**src/rtl/alu_seq_pkg.sv**
```systemverilog
// Shared definitions for the ALU operation sequencer: operation codes,
// controller state encoding and default datapath widths.
package alu_seq_pkg;

    localparam int WIDTH_DEF   = 16;
    localparam int SHAMT_W_DEF = 4;

    localparam logic [2:0] FN_ADD   = 3'd0;
    localparam logic [2:0] FN_SUB   = 3'd1;
    localparam logic [2:0] FN_AND   = 3'd2;
    localparam logic [2:0] FN_OR    = 3'd3;
    localparam logic [2:0] FN_XOR   = 3'd4;
    localparam logic [2:0] FN_NOTA  = 3'd5;
    localparam logic [2:0] FN_PASSB = 3'd6;
    localparam logic [2:0] FN_SHL   = 3'd7;

    typedef enum logic [1:0] {
        ST_IDLE  = 2'b00,
        ST_SHIFT = 2'b01,
        ST_DONE  = 2'b10
    } state_e;

endpackage

```
**src/rtl/alu_core.sv**
```systemverilog
// Combinational single-cycle ALU. Shift-left is sequenced outside this block,
// so the SHL code simply produces zero here.
module alu_core
    import alu_seq_pkg::*;
#(
    parameter int WIDTH = WIDTH_DEF
) (
    input  logic [WIDTH-1:0] a_i,
    input  logic [WIDTH-1:0] b_i,
    input  logic             cin_i,
    input  logic [2:0]       func_i,
    output logic [WIDTH-1:0] w_o
);

    logic [WIDTH-1:0] cin_ext_s;

    assign cin_ext_s = {{(WIDTH-1){1'b0}}, cin_i};

    // Select the operation result; carry-out is dropped by the result width.
    always_comb begin
        w_o = {WIDTH{1'b0}};
        case (func_i)
            FN_ADD:   w_o = a_i + b_i + cin_ext_s;
            FN_SUB:   w_o = a_i + ~b_i + cin_ext_s;
            FN_AND:   w_o = a_i & b_i;
            FN_OR:    w_o = a_i | b_i;
            FN_XOR:   w_o = a_i ^ b_i;
            FN_NOTA:  w_o = ~a_i;
            FN_PASSB: w_o = b_i;
            default:  w_o = {WIDTH{1'b0}};
        endcase
    end

endmodule

```
**src/rtl/alu_op_sequencer.sv**
```systemverilog
// Handshaked front end for the ALU: accepts one request, runs it (single
// cycle through alu_core, or one bit per cycle for shift-left), and holds the
// registered result with its flags until the consumer takes it.
module alu_op_sequencer
    import alu_seq_pkg::*;
#(
    parameter int WIDTH   = WIDTH_DEF,
    parameter int SHAMT_W = SHAMT_W_DEF
) (
    input  logic             clk,
    input  logic             rst,
    input  logic             req_valid,
    output logic             req_ready,
    input  logic [WIDTH-1:0] req_a,
    input  logic [WIDTH-1:0] req_b,
    input  logic             req_cin,
    input  logic [2:0]       req_func,
    output logic             rsp_valid,
    input  logic             rsp_ready,
    output logic [WIDTH-1:0] rsp_w,
    output logic             rsp_zero,
    output logic             rsp_neg
);

    state_e               state_q, state_d;
    logic                 req_ready_q, req_ready_d;
    logic                 rsp_valid_q, rsp_valid_d;
    logic [WIDTH-1:0]     rsp_w_q, rsp_w_d;
    logic                 rsp_zero_q, rsp_zero_d;
    logic                 rsp_neg_q, rsp_neg_d;
    logic [WIDTH-1:0]     sh_q, sh_d;
    logic [SHAMT_W-1:0]   cnt_q, cnt_d;
    logic                 cin_q, cin_d;

    logic [WIDTH-1:0]     core_w_s;
    logic [SHAMT_W-1:0]   shamt_s;
    logic                 wr_s;
    logic [WIDTH-1:0]     wr_val_s;

    assign shamt_s = req_b[SHAMT_W-1:0];

    alu_core #(
        .WIDTH (WIDTH)
    ) u_alu_core (
        .a_i    (req_a),
        .b_i    (req_b),
        .cin_i  (req_cin),
        .func_i (req_func),
        .w_o    (core_w_s)
    );

    // Next-state, handshake and result-write decode for the controller.
    always_comb begin
        state_d     = state_q;
        req_ready_d = req_ready_q;
        rsp_valid_d = rsp_valid_q;
        sh_d        = sh_q;
        cnt_d       = cnt_q;
        cin_d       = cin_q;
        wr_s        = 1'b0;
        wr_val_s    = {WIDTH{1'b0}};

        case (state_q)
            ST_IDLE: begin
                req_ready_d = 1'b1;
                if (req_valid) begin
                    cin_d = req_cin;
                    if (req_func != FN_SHL) begin
                        wr_s     = 1'b1;
                        wr_val_s = core_w_s;
                    end else if (shamt_s == {SHAMT_W{1'b0}}) begin
                        wr_s     = 1'b1;
                        wr_val_s = req_a;
                    end else begin
                        sh_d        = req_a;
                        cnt_d       = shamt_s;
                        req_ready_d = 1'b0;
                        state_d     = ST_SHIFT;
                    end
                end else begin
                    state_d = ST_IDLE;
                end
            end
            ST_SHIFT: begin
                req_ready_d = 1'b0;
                sh_d        = {sh_q[WIDTH-2:0], cin_q};
                cnt_d       = cnt_q - {{(SHAMT_W-1){1'b0}}, 1'b1};
                // A zero count here is unreachable; finishing keeps it from wrapping.
                if (cnt_q <= {{(SHAMT_W-1){1'b0}}, 1'b1}) begin
                    wr_s     = 1'b1;
                    wr_val_s = sh_d;
                    cnt_d    = {SHAMT_W{1'b0}};
                end else begin
                    state_d = ST_SHIFT;
                end
            end
            ST_DONE: begin
                if (rsp_ready) begin
                    rsp_valid_d = 1'b0;
                    req_ready_d = 1'b1;
                    state_d     = ST_IDLE;
                end else begin
                    rsp_valid_d = 1'b1;
                    req_ready_d = 1'b0;
                end
            end
            default: begin
                state_d     = ST_IDLE;
                req_ready_d = 1'b1;
                rsp_valid_d = 1'b0;
                cnt_d       = {SHAMT_W{1'b0}};
            end
        endcase

        // Result and flags change only when a result is written.
        if (wr_s) begin
            rsp_w_d     = wr_val_s;
            rsp_zero_d  = (wr_val_s == {WIDTH{1'b0}});
            rsp_neg_d   = wr_val_s[WIDTH-1];
            rsp_valid_d = 1'b1;
            req_ready_d = 1'b0;
            state_d     = ST_DONE;
        end else begin
            rsp_w_d    = rsp_w_q;
            rsp_zero_d = rsp_zero_q;
            rsp_neg_d  = rsp_neg_q;
        end
    end

    // State and output registers with synchronous reset.
    always_ff @(posedge clk) begin
        if (rst) begin
            state_q     <= ST_IDLE;
            req_ready_q <= 1'b1;
            rsp_valid_q <= 1'b0;
            rsp_w_q     <= {WIDTH{1'b0}};
            rsp_zero_q  <= 1'b0;
            rsp_neg_q   <= 1'b0;
            sh_q        <= {WIDTH{1'b0}};
            cnt_q       <= {SHAMT_W{1'b0}};
            cin_q       <= 1'b0;
        end else begin
            state_q     <= state_d;
            req_ready_q <= req_ready_d;
            rsp_valid_q <= rsp_valid_d;
            rsp_w_q     <= rsp_w_d;
            rsp_zero_q  <= rsp_zero_d;
            rsp_neg_q   <= rsp_neg_d;
            sh_q        <= sh_d;
            cnt_q       <= cnt_d;
            cin_q       <= cin_d;
        end
    end

    assign req_ready = req_ready_q;
    assign rsp_valid = rsp_valid_q;
    assign rsp_w     = rsp_w_q;
    assign rsp_zero  = rsp_zero_q;
    assign rsp_neg   = rsp_neg_q;

endmodule

```
**config.mk**
```make
export PLATFORM = sky130hd
export DESIGN_NAME = alu_op_sequencer
export DESIGN_NICKNAME = d
export VERILOG_FILES = /design/src/rtl/alu_seq_pkg.sv /design/src/rtl/alu_core.sv /design/src/rtl/alu_op_sequencer.sv
export SDC_FILE = /design/constraint.sdc
export NUM_CORES = 1
export LEC_CHECK = 0
export ABC_CLOCK_PERIOD_IN_PS = 7000
export CAP_MARGIN = 10
export CORE_MARGIN = 2
export CORE_UTILIZATION = 40
export CTS_BUF_LIST = sky130_fd_sc_hd__clkbuf_8
export CTS_CLUSTER_SIZE = 25
export DETAILED_ROUTE_END_ITERATION = 10
export SYNTH_ARGS = -nofsm -noshare
export SYNTH_HDL_FRONTEND = slang
export SYNTH_SLANG_ARGS = --single-unit
export TNS_END_PERCENT = 50
```
**constraint.sdc**
```tcl
create_clock -name clk -period 7 [get_ports clk]
set_input_delay 2.1 -clock clk [delete_from_list [all_inputs] [get_ports clk]]
set_output_delay 2.1 -clock clk [all_outputs]
set_load 0.02 [all_outputs]
```
# Yosys cells after proc, flatten, opt, wreduce, memory -nomap -nowiden
# Index checks and enable logic that the tools add are counted.
# Widths: inputs -> output; s select.
# word_totals
register_bits	42
latch_bits	0
mem_bits_rw	0
rom_bits	0
input_bits	40
out_inout_bits	20
wordCells	89
n_memories	0
# classes
add_sub_neg	5
mul	0
n_div	0
order_cmp	1
n_eq_ne	21
shift	0
mux	34
bitwise	6
reduce_logical	12
# ops
op	count
$pmux 16 s7	1
$mux 16	4
$mux 15	3
$add 16x1->16	2
$add 16x16->16	2
$not 16->16	2
$pmux 16 s2	1
$pmux 15 s2	1
$and 16x16->16	1
$logic_not 16->1	1
$mux 4	4
$or 16x16->16	1
$reduce_and 4->1	4
$xor 16x16->16	1
$ne 3x3->1 const B	5
$mux 2	6
$pmux 4 s3	1
$ne 2x2->1 const B	5
$eq 3x3->1 const B	3
$mux 1	9
$ne 4x4->1 const B	2
$eq 3x2->1 const B	2
$pmux 2 s3	1
$le 4x1->1 const B	1
14 further kinds	16

# Logic depth before layout (Yosys ltp)
# Gate-level depths: netlist of the first run.
# depth
ltp_word	8
ltp_mapped	13
depth_no_buf	13

# Modules after synthesis
# Synthesis of the first run repeated with hierarchy kept, for this count alone.
# hier_totals
cells_unflattened	655
hier_area_um2	4994.8
# by_module_without_submodules
mod	instances	cells_each	area_each_um2	seq_area_each_um2
alu_core	1	413	2756.4	0.0
alu_op_sequencer	1	242	2238.4	820.8

# Worst setup path before layout of the first run
# Ideal clock, no wire load.
# synth_path
kind	input -> register
from	in req_a[0]
to	reg rsp_zero_q, in the netlist rsp_zero
arrival_ns	4.472
t_required_ns	6.941
path_slack_ns	2.469
path_stages	13
path_buffers	0
cell_sequence	inv_1 > fa_1 > inv_1 > fa_1 > nor2b_1 > o21a_1 > o311a_1 > o211ai_1 > a21oi_1 > o311a_1 > a211oi_1 > nand4_1 > nand2_1
# synth_between
elab_chain_len	7
# synth_lines
element	line_no	text
from (decl)	alu_op_sequencer.sv:14	input logic [WIDTH-1:0] req_a,
$add 16x16->16, on equally long branches	alu_core.sv:24, alu_core.sv:23	
$add 16x1->16, on equally long branches	alu_core.sv:24, alu_core.sv:23	
$pmux 16 s7	alu_core.sv:22	case (func_i)
$mux 16 *	alu_op_sequencer.sv:68	if (req_func != FN_SHL) begin
$mux 16 *	alu_op_sequencer.sv:66	if (req_valid) begin
$pmux 16 s2 *	alu_op_sequencer.sv:63	case (state_q)
$logic_not 16->1 *	alu_op_sequencer.sv:118	rsp_zero_d = (wr_val_s == {WIDTH{1'b0}});
to (signal assigned)	alu_op_sequencer.sv:147	rsp_zero_q <= rsp_zero_d;
to (decl)	alu_op_sequencer.sv:29	logic rsp_zero_q, rsp_zero_d;
# Mark *: on every way between the ends. The rest lies on a longest branch, timed or not.
# A chain may end at the register's enable or synchronous reset.

# Final worst setup path of the first run
# layout_path
from	in req_b[0]
to	reg rsp_zero_q, in the netlist rsp_zero
# layout_between
elab_chain_len	8
# layout_lines
element	line_no	text
from (decl)	alu_op_sequencer.sv:15	input logic [WIDTH-1:0] req_b,
$not 16->16	alu_core.sv:24	FN_SUB: w_o = a_i + ~b_i + cin_ext_s;
$add 16x16->16	alu_core.sv:24	
$add 16x1->16	alu_core.sv:24	
$pmux 16 s7	alu_core.sv:22	
$mux 16	alu_op_sequencer.sv:68	
$mux 16	alu_op_sequencer.sv:66	
$pmux 16 s2	alu_op_sequencer.sv:63	
$logic_not 16->1	alu_op_sequencer.sv:118	
# Parallel ways exist; a longest one is shown, timed or not.

==> metrics.md, run 1 <==
| Metric | Value |
|---|---|
| Syn Std Cell Area | `0.00513 mm²` |
| HP Class | `reg -> reg` |
| Die X | `between 100 and 150 µm` |
| Layout cells sized above 1 | `4.31%` |
| IO Port Bufs | `59` |
| Post-synth ARST share | `0%` |
| Final Skew | `0.00890 ns` |
| CTS tree | `built` |
| Root buf cell | `clkbuf_8` |
| Max layer used | `met4` |
| Hold path endpoint | `rsp_w[1]` |
| WL final | `roughly 18 mm` |
| Crit path kind | `in -> reg` |
| Die Ht | `117 µm` |
| Synth warn | `0` |
| Yosys cell types | `77` |
| Metal-1 WL | `7.51 mm` |
| Routed wl met3 | `1.11 mm` |
| R2R Path End | `rsp_zero` |
| RR Startpoint | `state_q[1]` |
| CP Max Fanout | `6` |
| WP data arrival | `around 5.6 ns` |
| CP required | `between 7 and 8 ns` |
| Max Freq | `187 MHz` |
| Rows | `41` |
| Hold buffer count at cts | `0` |
| Slowest CP cell | `clkdlybuf4s50_1` |
| Initial core utilization | `40.8%` |
| Tcrit/Tclk final | `76.2%` |
| Area grow syn2layout | `15.8%` |
| Clk buf depth | `2` |
| Critical Path Source Type | `input pin` |
| Dpl cells | `a little under 900` |
| Vias/cell | `~6.2` |
| DP Worst Slack | `1.39 ns` |
| Vias in the first global route | `roughly 5,300` |
| First-pass GRT wire length | `28.0 mm` |
| Primary FF master, synth | `dfxtp_1` |
| Min cycle time layout | `5.34 ns` |
| Via count of the routed design | `5,508` |
| Placeable Area | `0.0126 mm²` |
| Leakage | `2.44 nW` |
| # resized after CTS | `0` |
| Drt wl/cell | `19.9 µm` |
| Post-DP HPWL | `13.8 mm` |
| Most frequent cells in the layout | `nor2_1, clkdlybuf4s50_1, inv_1, ha_1, a21oi_1` |
| Power per Cell Area | `around 150 mW/mm²` |
| HP Start | `rsp_w[1]` |
| N_diodes | `0` |
| Top Family by Delay on Critical Path | `compound AO/OA/AOI/OAI gates` |
| Number of flops mapped to enable cells by yosys | `0` |
| H-tree depth | `2` |
| Gate count after technology mapping | `685` |
| Critical path depth | `13` |
| Clock-pin slew on the worst setup and hold paths | `0.08 ns` |
| Outcome | `finished clean` |
| CP Cell Sequence | `clkdlybuf4s50_1 > inv_1 > fa_1 > fa_1 > nor2b_1 > o211ai_1 > a21boi_1 > o21ai_0 > nor4b_1 > o311a_1 > a211oi_1 > nand4_1 > nand2_1` |
| Final net count | `819` |
| Antenna violations before repair | `0` |
| Max transition margin | `roughly 24%` |
| Worst-Skew Late Latency | `0.29 ns` |
| Max Cap Viol | `0` |
| Clock sink total | `41` |
| RSZ-0062 raised after global routing | `no` |
| Largest net degree at the start of global routing | `42` |
| Remaining Overflow, GRT | `0` |
| Fin cells | `891` |
| TritonCTS Buffers | `5` |
| Setup TNS | `0 ns` |
| Total track usage | `26.0%` |
| Most frequent CP cell | `fa_1` |
| First DRT Iteration DRCs | `just over 500` |
| Synthesized flop and latch total | `41` |
| DRC violations left | `0` |
| Worst reg-to-reg path cell count | `10` |
| Routed Antenna Nets | `0` |
| Syn Nets | `~790` |
| GPL Wtd Cong | `0.978` |
| Filler instances | `approximately 1,200` |
| Crit path largest cell delay | `roughly 0.60 ns` |
| Die footprint | `0.0137 mm²` |
| Syn Area/Cell | `7.49 µm²` |
| R2R Setup Slk | `3.62 ns` |
| Hold Path Cell Cnt | `2` |
| Setup Fix Bufs, Post-CTS | `0` |
| Crit path buf inv count | `2` |
| Most common cell after layout, fill and taps aside | `nor2_1` |
| Tightest Pin Transition | `1.14 ns` |
| Top-Level Pins | `60` |
| Hold Violations, Final | `0` |
| Max VDD drop | `0.0000999 V` |
| Count of final setup violators | `0` |
| Max-slew violation count | `0` |
| 1st-pass router iterations | `5` |
| Register area share after synthesis | `approximately 16%` |
| Worst Setup Slack, final | `1.66 ns` |
| Met2 routed WL | `8.54 mm` |
| Crit end category | `register` |
cell families (layout without fill, tap and decap cells):
kind of cell    after synthesis  count (layout)  synth area share, %
mux                          35              35                 7.10
buf+inv                     101             135                 7.74
fa+ha+maj                    60              60                 15.2
compound gates              236             236                 32.9
flops                        41              41                 16.0
xor+xnor                      7               7                 1.20
simple gates                205             205                 19.8
report_power, final:
part	leakage (nW)	internal, mW	switching (mW)
Clock	0.0485	0.0768	0.0763
Combinational	2.06	0.177	0.262
Sequential	0.336	0.262	0.0245
worst max-delay path by stage:
stage / start / to
3_5_place_dp: req_a[0] / rsp_zero
2_1_floorplan: req_a[0] / rsp_zero
4_1_cts: req_a[0] / rsp_zero
6_report: req_b[0] / rsp_zero
5_1_grt: req_a[0] / rsp_zero
3_3_place_gp: req_a[0] / rsp_zero
synth_stat cells, drive strengths merged, types with 5 or more instances:
library cell | number | area [µm²]
o221ai | 6 | 52.6
a31oi | 9 | 56.3
o2111ai | 7 | 61.3
or2 | 5 | 31.3
nor2 | 68 | 255
nor2b | 13 | 81.3
xnor2 | 7 | 61.3
a211oi | 25 | 193
o31ai | 6 | 45.0
a21oi | 46 | 230
mux2i | 33 | 330
nor3 | 15 | 80.1
nand2 | 37 | 139
o211ai | 17 | 128
dfxtp | 41 | 821
nand2b | 16 | 100
o21ai | 32 | 160
clkbuf | 28 | 105
a221o | 6 | 60.1
nand3 | 16 | 80.1
or3 | 6 | 37.5
buf | 16 | 77.6
inv | 56 | 210
a21o | 11 | 82.6
ha | 56 | 701
a221oi | 14 | 123
nor4 | 5 | 31.3
cell type report:
class                      instances  area [µm²]  area share, %
clock inverter                     1        3.75         0.0632
sequential                        41         821           13.8
timing repair buffer              71         681           11.5
tap                              172         215           3.62
clock buffer                       6        82.6           1.39
inverter                          57         214           3.60
multi-input combinational        543        3920           66.0
state kept, by name, summed over array words and instances (netlist names):
name and flops:
rsp_zero 1, rsp_valid 1, state_q 2, rsp_w 15, rsp_neg 1, sh_q 15, cnt_q 4, cin_q 1
req_ready 1
through the flow:
step	hold slack [ns]	util (%)	area [µm²]	total power, mW
after global placement	0.439	46.6	5850	0.719
after global routing	0.479	47.3	5940	0.937
after detailed placement	0.447	46.6	5850	0.722
final	0.459	47.3	5940	0.879
after CTS	0.462	47.3	5940	0.877
after floorplan	0.455	-	5130	0.569
routing by layer:
layer | vias up | track usage (%)
met1 | 2615 | 34.5
met4 | 0 | 8.24
met2 | 244 | 43.9
li1 | 2612 | -
met5 | - | 0
met3 | 37 | 3.55
worst register-to-register path, cell delays in order, from the launching register on:
cell      delay, ns
dfxtp_1        0.45
nand2b_1       0.91
nor4_2         0.09
buf_4          0.26
a221oi_1       0.39
or3b_1         0.41
and3b_1        0.22
o32ai_1        0.12
a211oi_1       0.26
nand4_1        0.10
nand2_1        0.09
Note: power is estimated with default switching activity, not from simulation.
==> inputs of run 2 (changes only) <==
- ABC_CLOCK_PERIOD_IN_PS: 7000 -> 4700
- clock period: 7 -> 4.7 ns (I/O delays scaled with it)
==> run 2 against run 1 <==
  * Routed wire length increased by 9.1%
  * Worst setup slack got worse by 1.4 ns
  * Via count increased by 4.2%
  * Combinational power increased by 62%
  * First-iteration DRC count decreased by 4.3%
  * Clock skew increased by 0.0030 ns
  * Critical endpoint is now rsp_neg
==> metrics.md, run 2 (synthesized netlist as in run 1, its figures left out) <==
| Metric | Value |
|---|---|
| Vias in the first global route | `5,659 (+7.1%)` |
| Tightest Pin Transition | `1.06 ns (-0.0820 ns)` |
| CP Cell Sequence | `clkdlybuf4s50_1 > inv_1 > ha_1 > nor4_1 > nand2_1 > a211o_1 > a41oi_1 > a311oi_1 > o32ai_1 > buf_4 > a22oi_1 > nor2_1` |
| Hold Violations, Final | `0 (unchanged)` |
| Placeable Area | `0.0126 mm² (unchanged)` |
| 1st-pass router iterations | `5 (unchanged)` |
| RR Startpoint | `cnt_q[0]` |
| First-pass GRT wire length | `30.1 mm (+7.3%)` |
| Critical Path Source | `req_b[7]` |
| Count of final setup violators | `0 (unchanged)` |
| Slowest CP cell | `clkdlybuf4s50_1` |
| Root buf cell | `clkbuf_8` |
| Final net count | `865 (+5.6%)` |
| Max Freq | `226 MHz` |
| First DRT Iteration DRCs | `493 (-4.3%)` |
| IO Port Bufs | `59 (unchanged)` |
| R2R Path End | `rsp_zero` |
| WP data arrival | `4.67 ns (-0.90 ns)` |
| Leakage | `2.70 nW (+10%)` |
| Drt wl/cell | `20.6 µm (+3.6%)` |
| HP Class | `reg -> reg` |
| Critical path depth | `12 (-1)` |
| Antenna violations before repair | `0 (unchanged)` |
| Reg area | `821 µm² (unchanged)` |
| Crit path largest cell delay | `0.51 ns (-0.09 ns)` |
| Max-slew violation count | `0 (unchanged)` |
| CTS tree | `built` |
| H-tree depth | `2 (unchanged)` |
| Die Ht | `117 µm (unchanged)` |
| Remaining Overflow, GRT | `0 (unchanged)` |
| Most frequent cells in the layout | `nor2_1, clkdlybuf4s50_1, ha_1` |
| Via count of the routed design | `5,742 (+4.2%)` |
| Rows | `41 (unchanged)` |
| Total track usage | `28.4% (+2.4 points)` |
| Most common cell after layout, fill and taps aside | `nor2_1` |
| Min cycle time layout | `around 4.4 ns` |
| # resized after CTS | `0 (unchanged)` |
| Post-DP HPWL | `15.1 mm (+9.1%)` |
| Clock-pin slew on the worst setup and hold paths | `0.07 ns (about the same)` |
| DRC violations left | `0 (unchanged)` |
| Final Skew | `0.0119 ns (+0.00296 ns)` |
| Top-Level Pins | `60 (unchanged)` |
| Area grow syn2layout | `24.2%` |
| Critical Path Source Type | `input pin` |
| Crit path buf inv count | `3 (+1)` |
| Tcrit/Tclk final | `94.3%` |
| Max VDD drop | `0.000154 V (+54%)` |
| Routed Antenna Nets | `0 (unchanged)` |
| Outcome | `finished clean` |
| Fin cells | `938 (+5.3%)` |
| Power per Cell Area | `233 mW/mm² (+57%)` |
| CP Max Fanout | `12 (+6)` |
| Setup Fix Bufs, Post-CTS | `0 (unchanged)` |
| Max Cap Viol | `0 (unchanged)` |
| Hold Path Cell Cnt | `2 (unchanged)` |
| TritonCTS Buffers | `5 (unchanged)` |
| GPL Wtd Cong | `0.998 (+2.0%)` |
| Initial core utilization | `40.8% (unchanged)` |
| RSZ-0062 raised after global routing | `no` |
| Dpl cells | `930 (+5.2%)` |
| Max transition margin | `29.2% (+5.2 points)` |
| Crit end category | `register` |
| Die footprint | `0.0137 mm² (unchanged)` |
| Area of the multi-input gates | `0.00392 mm² (unchanged)` |
| Largest net degree at the start of global routing | `41 (-2.4%)` |
| Overall power | `1.48 mW (+69%)` |
| Clk buf depth | `2 (unchanged)` |
| WL final | `19.4 mm (+9.1%)` |
| Clock sink total | `41 (unchanged)` |
| Filler instances | `1,255 (+0.80%)` |
| Worst-Skew Late Latency | `0.31 ns (+0.02 ns)` |
| Crit path kind | `in -> reg` |
| CP required | `4.94 ns (-2.29 ns)` |
| Layout cells sized above 1 | `10.3% (+6.0 points)` |
| Worst reg-to-reg path cell count | `11 (+1)` |
| Crit path to | `rsp_neg` |
| Setup TNS | `0 ns (unchanged)` |
| Vias/cell | `6.12 (-0.98%)` |
| R2R Setup Slk | `1.88 ns (-1.74 ns)` |
| Die X | `117 µm (unchanged)` |
| Hold buffer count at cts | `0 (unchanged)` |
| Top Family by Delay on Critical Path | `compound AO/OA/AOI/OAI gates` |
| N_diodes | `0 (unchanged)` |
[run 2: changes by cell type in the layout (fill, tap and decap cells not counted)]
cell | previous run | this run
clkinv_2 | 0 | 1
buf_12 | 0 | 3
inv_1 | 56 | 55
clkbuf_8 | 6 | 5
buf_4 | 12 | 55
bufinv_16 | 0 | 2
[run 2: power breakdown]
part	internal (mW)	switching, mW
sequential	0.390	0.0372
combinational	0.301	0.409
clock	0.211	0.135
total	0.902	0.581
[run 2: worst reg2reg max path: cells and delay by family (launching register included)]
family	cells	cell delay, ns
and+or+nand+nor	6	1.18
DFF	1	0.41
buffers and inverters	1	0.06
AOI/OAI and AO/OA	3	0.88
adders and majority gates	1	0.23
[run 2: area by class of cell]
cell class	instances	share of cell area, %
inverters	57	3.36
clock inverters	3	1.02
clock buffers	5	1.08
multi-input cells	543	61.6
flip-flops and latches	41	12.9
well taps	172	3.38
repair buffers	117	16.7
[run 2: worst min path at each step]
stage,from,endpoint,slack [ns]
after floorplan,cin_q,cin_q,0.46
after global placement,rsp_valid,rsp_valid,0.44
after detailed placement,rsp_w[13],rsp_w[13],0.45
after CTS,rsp_w[13],rsp_w[13],0.46
after global routing,rsp_w[4],rsp_w[4],0.48
final,rsp_w[13],rsp_w[13],0.45
[run 2: through the flow]
stage	utilization (%)	setup WS (ns)	area (µm²)	hold WS [ns]
6_report	50.7	0.266	6370	0.455
5_1_grt	50.7	0.113	6370	0.477
4_1_cts	50.7	0.341	6370	0.456
3_5_place_dp	49.6	0.0413	6240	0.447
3_3_place_gp	49.6	0.101	6240	0.438
2_1_floorplan	-	0.859	5130	0.455
[run 2: layer usage]
layer  GRT usage [%]  wire length [µm]
met5               0                 0
met4            11.8               801
met3            3.09               938
met2            50.3              9480
met1            35.0              8150
==> inputs of run 3 (changes only) <==
- CORE_ASPECT_RATIO: unset -> 2
- SLEW_MARGIN: unset -> 20
==> run 3 against run 2 <==
  * Global-route usage up 1.8 points
  * Sequential power about the same
  * Clock skew down 0.0014 ns
  * Clock power down 31%
  * Critical path depth down 1
  * Sequential cell count unchanged
  * Total power down 4.4%
  * Register-to-register slack about the same
  * Critical path type unchanged
  * Largest cell class unchanged
  * Largest power group unchanged
==> metrics.md, run 3 (synthesized netlist as in run 1, its figures left out) <==
| Metric | Value |
|---|---|
| Max Freq | `227 MHz (+0.46%)` |
| Leakage | `2.79 nW (+3.5%)` |
| Initial core utilization | `40.8% (+0.045 points)` |
| Fin cells | `942 (+0.43%)` |
| Placeable Area | `0.0126 mm² (-0.11%)` |
| Rows | `58 (+41%)` |
| IO Port Bufs | `59 (unchanged)` |
| WL final | `21.1 mm (+8.8%)` |
| RR Startpoint | `cnt_q[0]` |
| Vias in the first global route | `5,914 (+4.5%)` |
| Critical Path Source Type | `input pin` |
| Top-Level Pins | `60 (unchanged)` |
| Crit end category | `register` |
| Final Util | `51.6% (+0.90 points)` |
| Area grow syn2layout | `26.3%` |
| GPL Wtd Cong | `0.994 (-0.32%)` |
| Clk buf depth | `2 (unchanged)` |
| HP Class | `reg -> reg` |
| H-tree depth | `2 (unchanged)` |
| Via count of the routed design | `5,883 (+2.5%)` |
| Largest net degree at the start of global routing | `32 (-22%)` |
| Final Skew | `0.0104 ns (-0.00143 ns)` |
| Clock-pin slew on the worst setup and hold paths | `0.08 ns (about the same)` |
| Crit path kind | `in -> reg` |
| Clock sink total | `41 (unchanged)` |
| Post-DP HPWL | `17.2 mm (+14%)` |
| Dpl cells | `935 (+0.54%)` |
| Critical Path Source | `req_b[7]` |
| CP Max Fanout | `12 (unchanged)` |
| Max transition margin | `30.7% (+1.5 points)` |
| CP required | `4.91 ns (-0.03 ns)` |
| Antenna violations before repair | `0 (unchanged)` |
| Power per Cell Area | `219 mW/mm² (-6.0%)` |
| Worst reg-to-reg path cell count | `12 (+1)` |
| Final net count | `892 (+3.1%)` |
| Die footprint | `0.0138 mm² (+0.39%)` |
| First-pass GRT wire length | `32.4 mm (+7.5%)` |
| Min cycle time layout | `4.41 ns (-0.0204 ns)` |
| Tightest Pin Transition | `1.04 ns (-0.0222 ns)` |
| WP data arrival | `4.63 ns (-0.04 ns)` |
| Most common cell after layout, fill and taps aside | `buf_4` |
| R2R Path End | `rsp_zero` |
| Die X | `84.1 µm (-28%)` |
| DRC violations left | `0 (unchanged)` |
| Hold Slack | `0.459 ns (+0.00403 ns)` |
| Die Ht | `164 µm (+40%)` |
| TritonCTS Buffers | `5 (unchanged)` |
| R2R Setup Slk | `1.87 ns (about the same)` |
| Outcome | `finished clean` |
| Vias/cell | `6.25 (+2.0%)` |
| First DRT Iteration DRCs | `350 (-29%)` |
| N_diodes | `0 (unchanged)` |
| Max VDD drop | `0.000232 V (+51%)` |
| Tcrit/Tclk final | `93.9% (-0.43 points)` |
| Hold buffer count at cts | `0 (unchanged)` |
| CTS tree | `built` |
| Setup Fix Bufs, Post-CTS | `0 (unchanged)` |
| Overall power | `1.42 mW (-4.4%)` |
| Max-slew violation count | `0 (unchanged)` |
| Root buf cell | `clkbuf_8` |
| Max Cap Viol | `0 (unchanged)` |
| 1st-pass router iterations | `5 (unchanged)` |
| Crit path to | `rsp_w[13]` |
| Hold Violations, Final | `0 (unchanged)` |
| Layout cells sized above 1 | `13.3% (+2.9 points)` |
| # resized after CTS | `0 (unchanged)` |
| Count of final setup violators | `0 (unchanged)` |
| Drt wl/cell | `22.4 µm (+8.3%)` |
| Total track usage | `30.2% (+1.8 points)` |
| Remaining Overflow, GRT | `0 (unchanged)` |
| Worst-Skew Late Latency | `0.30 ns (about the same)` |
| Filler instances | `1,284 (+2.3%)` |
| Routed Antenna Nets | `0 (unchanged)` |
| Most frequent cells in the layout | `buf_4, nor2_1, clkdlybuf4s50_1` |
| RSZ-0062 raised after global routing | `no` |
run 3: cell types whose count changed in the layout (fill, tap and decap cells not counted), sizes merged:
| cell | previous run | this run |
|---|---|---|
| buf | 58 | 85 |
| bufinv | 2 | 0 |
| clkbuf | 5 | 6 |
| clkinv | 2 | 1 |
| clkinvlp | 0 | 1 |
run 3: power by group:
group | switching (mW) | total [mW] | internal, mW | leakage [nW]
Sequential | 0.0382 | 0.428 | 0.390 | 0.336
Combinational | 0.427 | 0.751 | 0.324 | 2.41
Clock | 0.122 | 0.238 | 0.116 | 0.0433
Total | 0.587 | 1.42 | 0.830 | 2.79
run 3: layout make-up:
class	count	area, µm²	share of cell area (%)
Sequential cell	41	821	12.7
Timing Repair Buffer	144	1240	19.2
Multi-Input combinational cell	543	3920	60.6
Tap cell	150	188	2.90
Clock buffer	6	82.6	1.28
Inverter	57	214	3.30
Clock inverter	1	7.51	0.116
run 3: routing by layer:
layer / up-vias / part of all wire (%) / GRT usage (%) / routed length (µm)
met5: - / 0 / 0 / 0
met2: 226 / 54 / 57.9 / 11300
met4: 0 / 6.6 / 17.9 / 1400
met3: 81 / 4.4 / 3.52 / 933
li1: 2763 / - / - / -
met1: 2813 / 35 / 30.5 / 7390
run 3: worst max-delay path: stages:
cell and delay (ns):
clkdlybuf4s50_1 0.51, inv_1 0.09, ha_1 0.52, and4_1 0.33
and2_1 0.18, o211a_1 0.33, o211ai_1 0.17, and3_1 0.22
o41ai_1 0.54, a21oi_1 0.17, a21oi_1 0.16
run 3: how the worst min path moves through the flow:
stage	start	to	slack [ns]	cells past startpoint
after floorplan	cin_q	cin_q	0.46	2
after global placement	rsp_valid	rsp_valid	0.44	1
after detailed placement	rsp_valid	rsp_valid	0.45	1
after CTS	rsp_w[1]	rsp_w[1]	0.46	2
after global routing	rsp_valid	rsp_valid	0.48	1
final	rsp_w[1]	rsp_w[1]	0.46	2
run 3: metrics by stage:
stage               area, µm²   TNS, ns  setup WS [ns]
global placement         6390   -0.0271        -0.0271
detailed placement       6390  -0.00740       -0.00740
CTS                      6480         0          0.281
global route             6480         0          0.118
finish                   6480         0          0.286
floorplan                5130         0          0.859
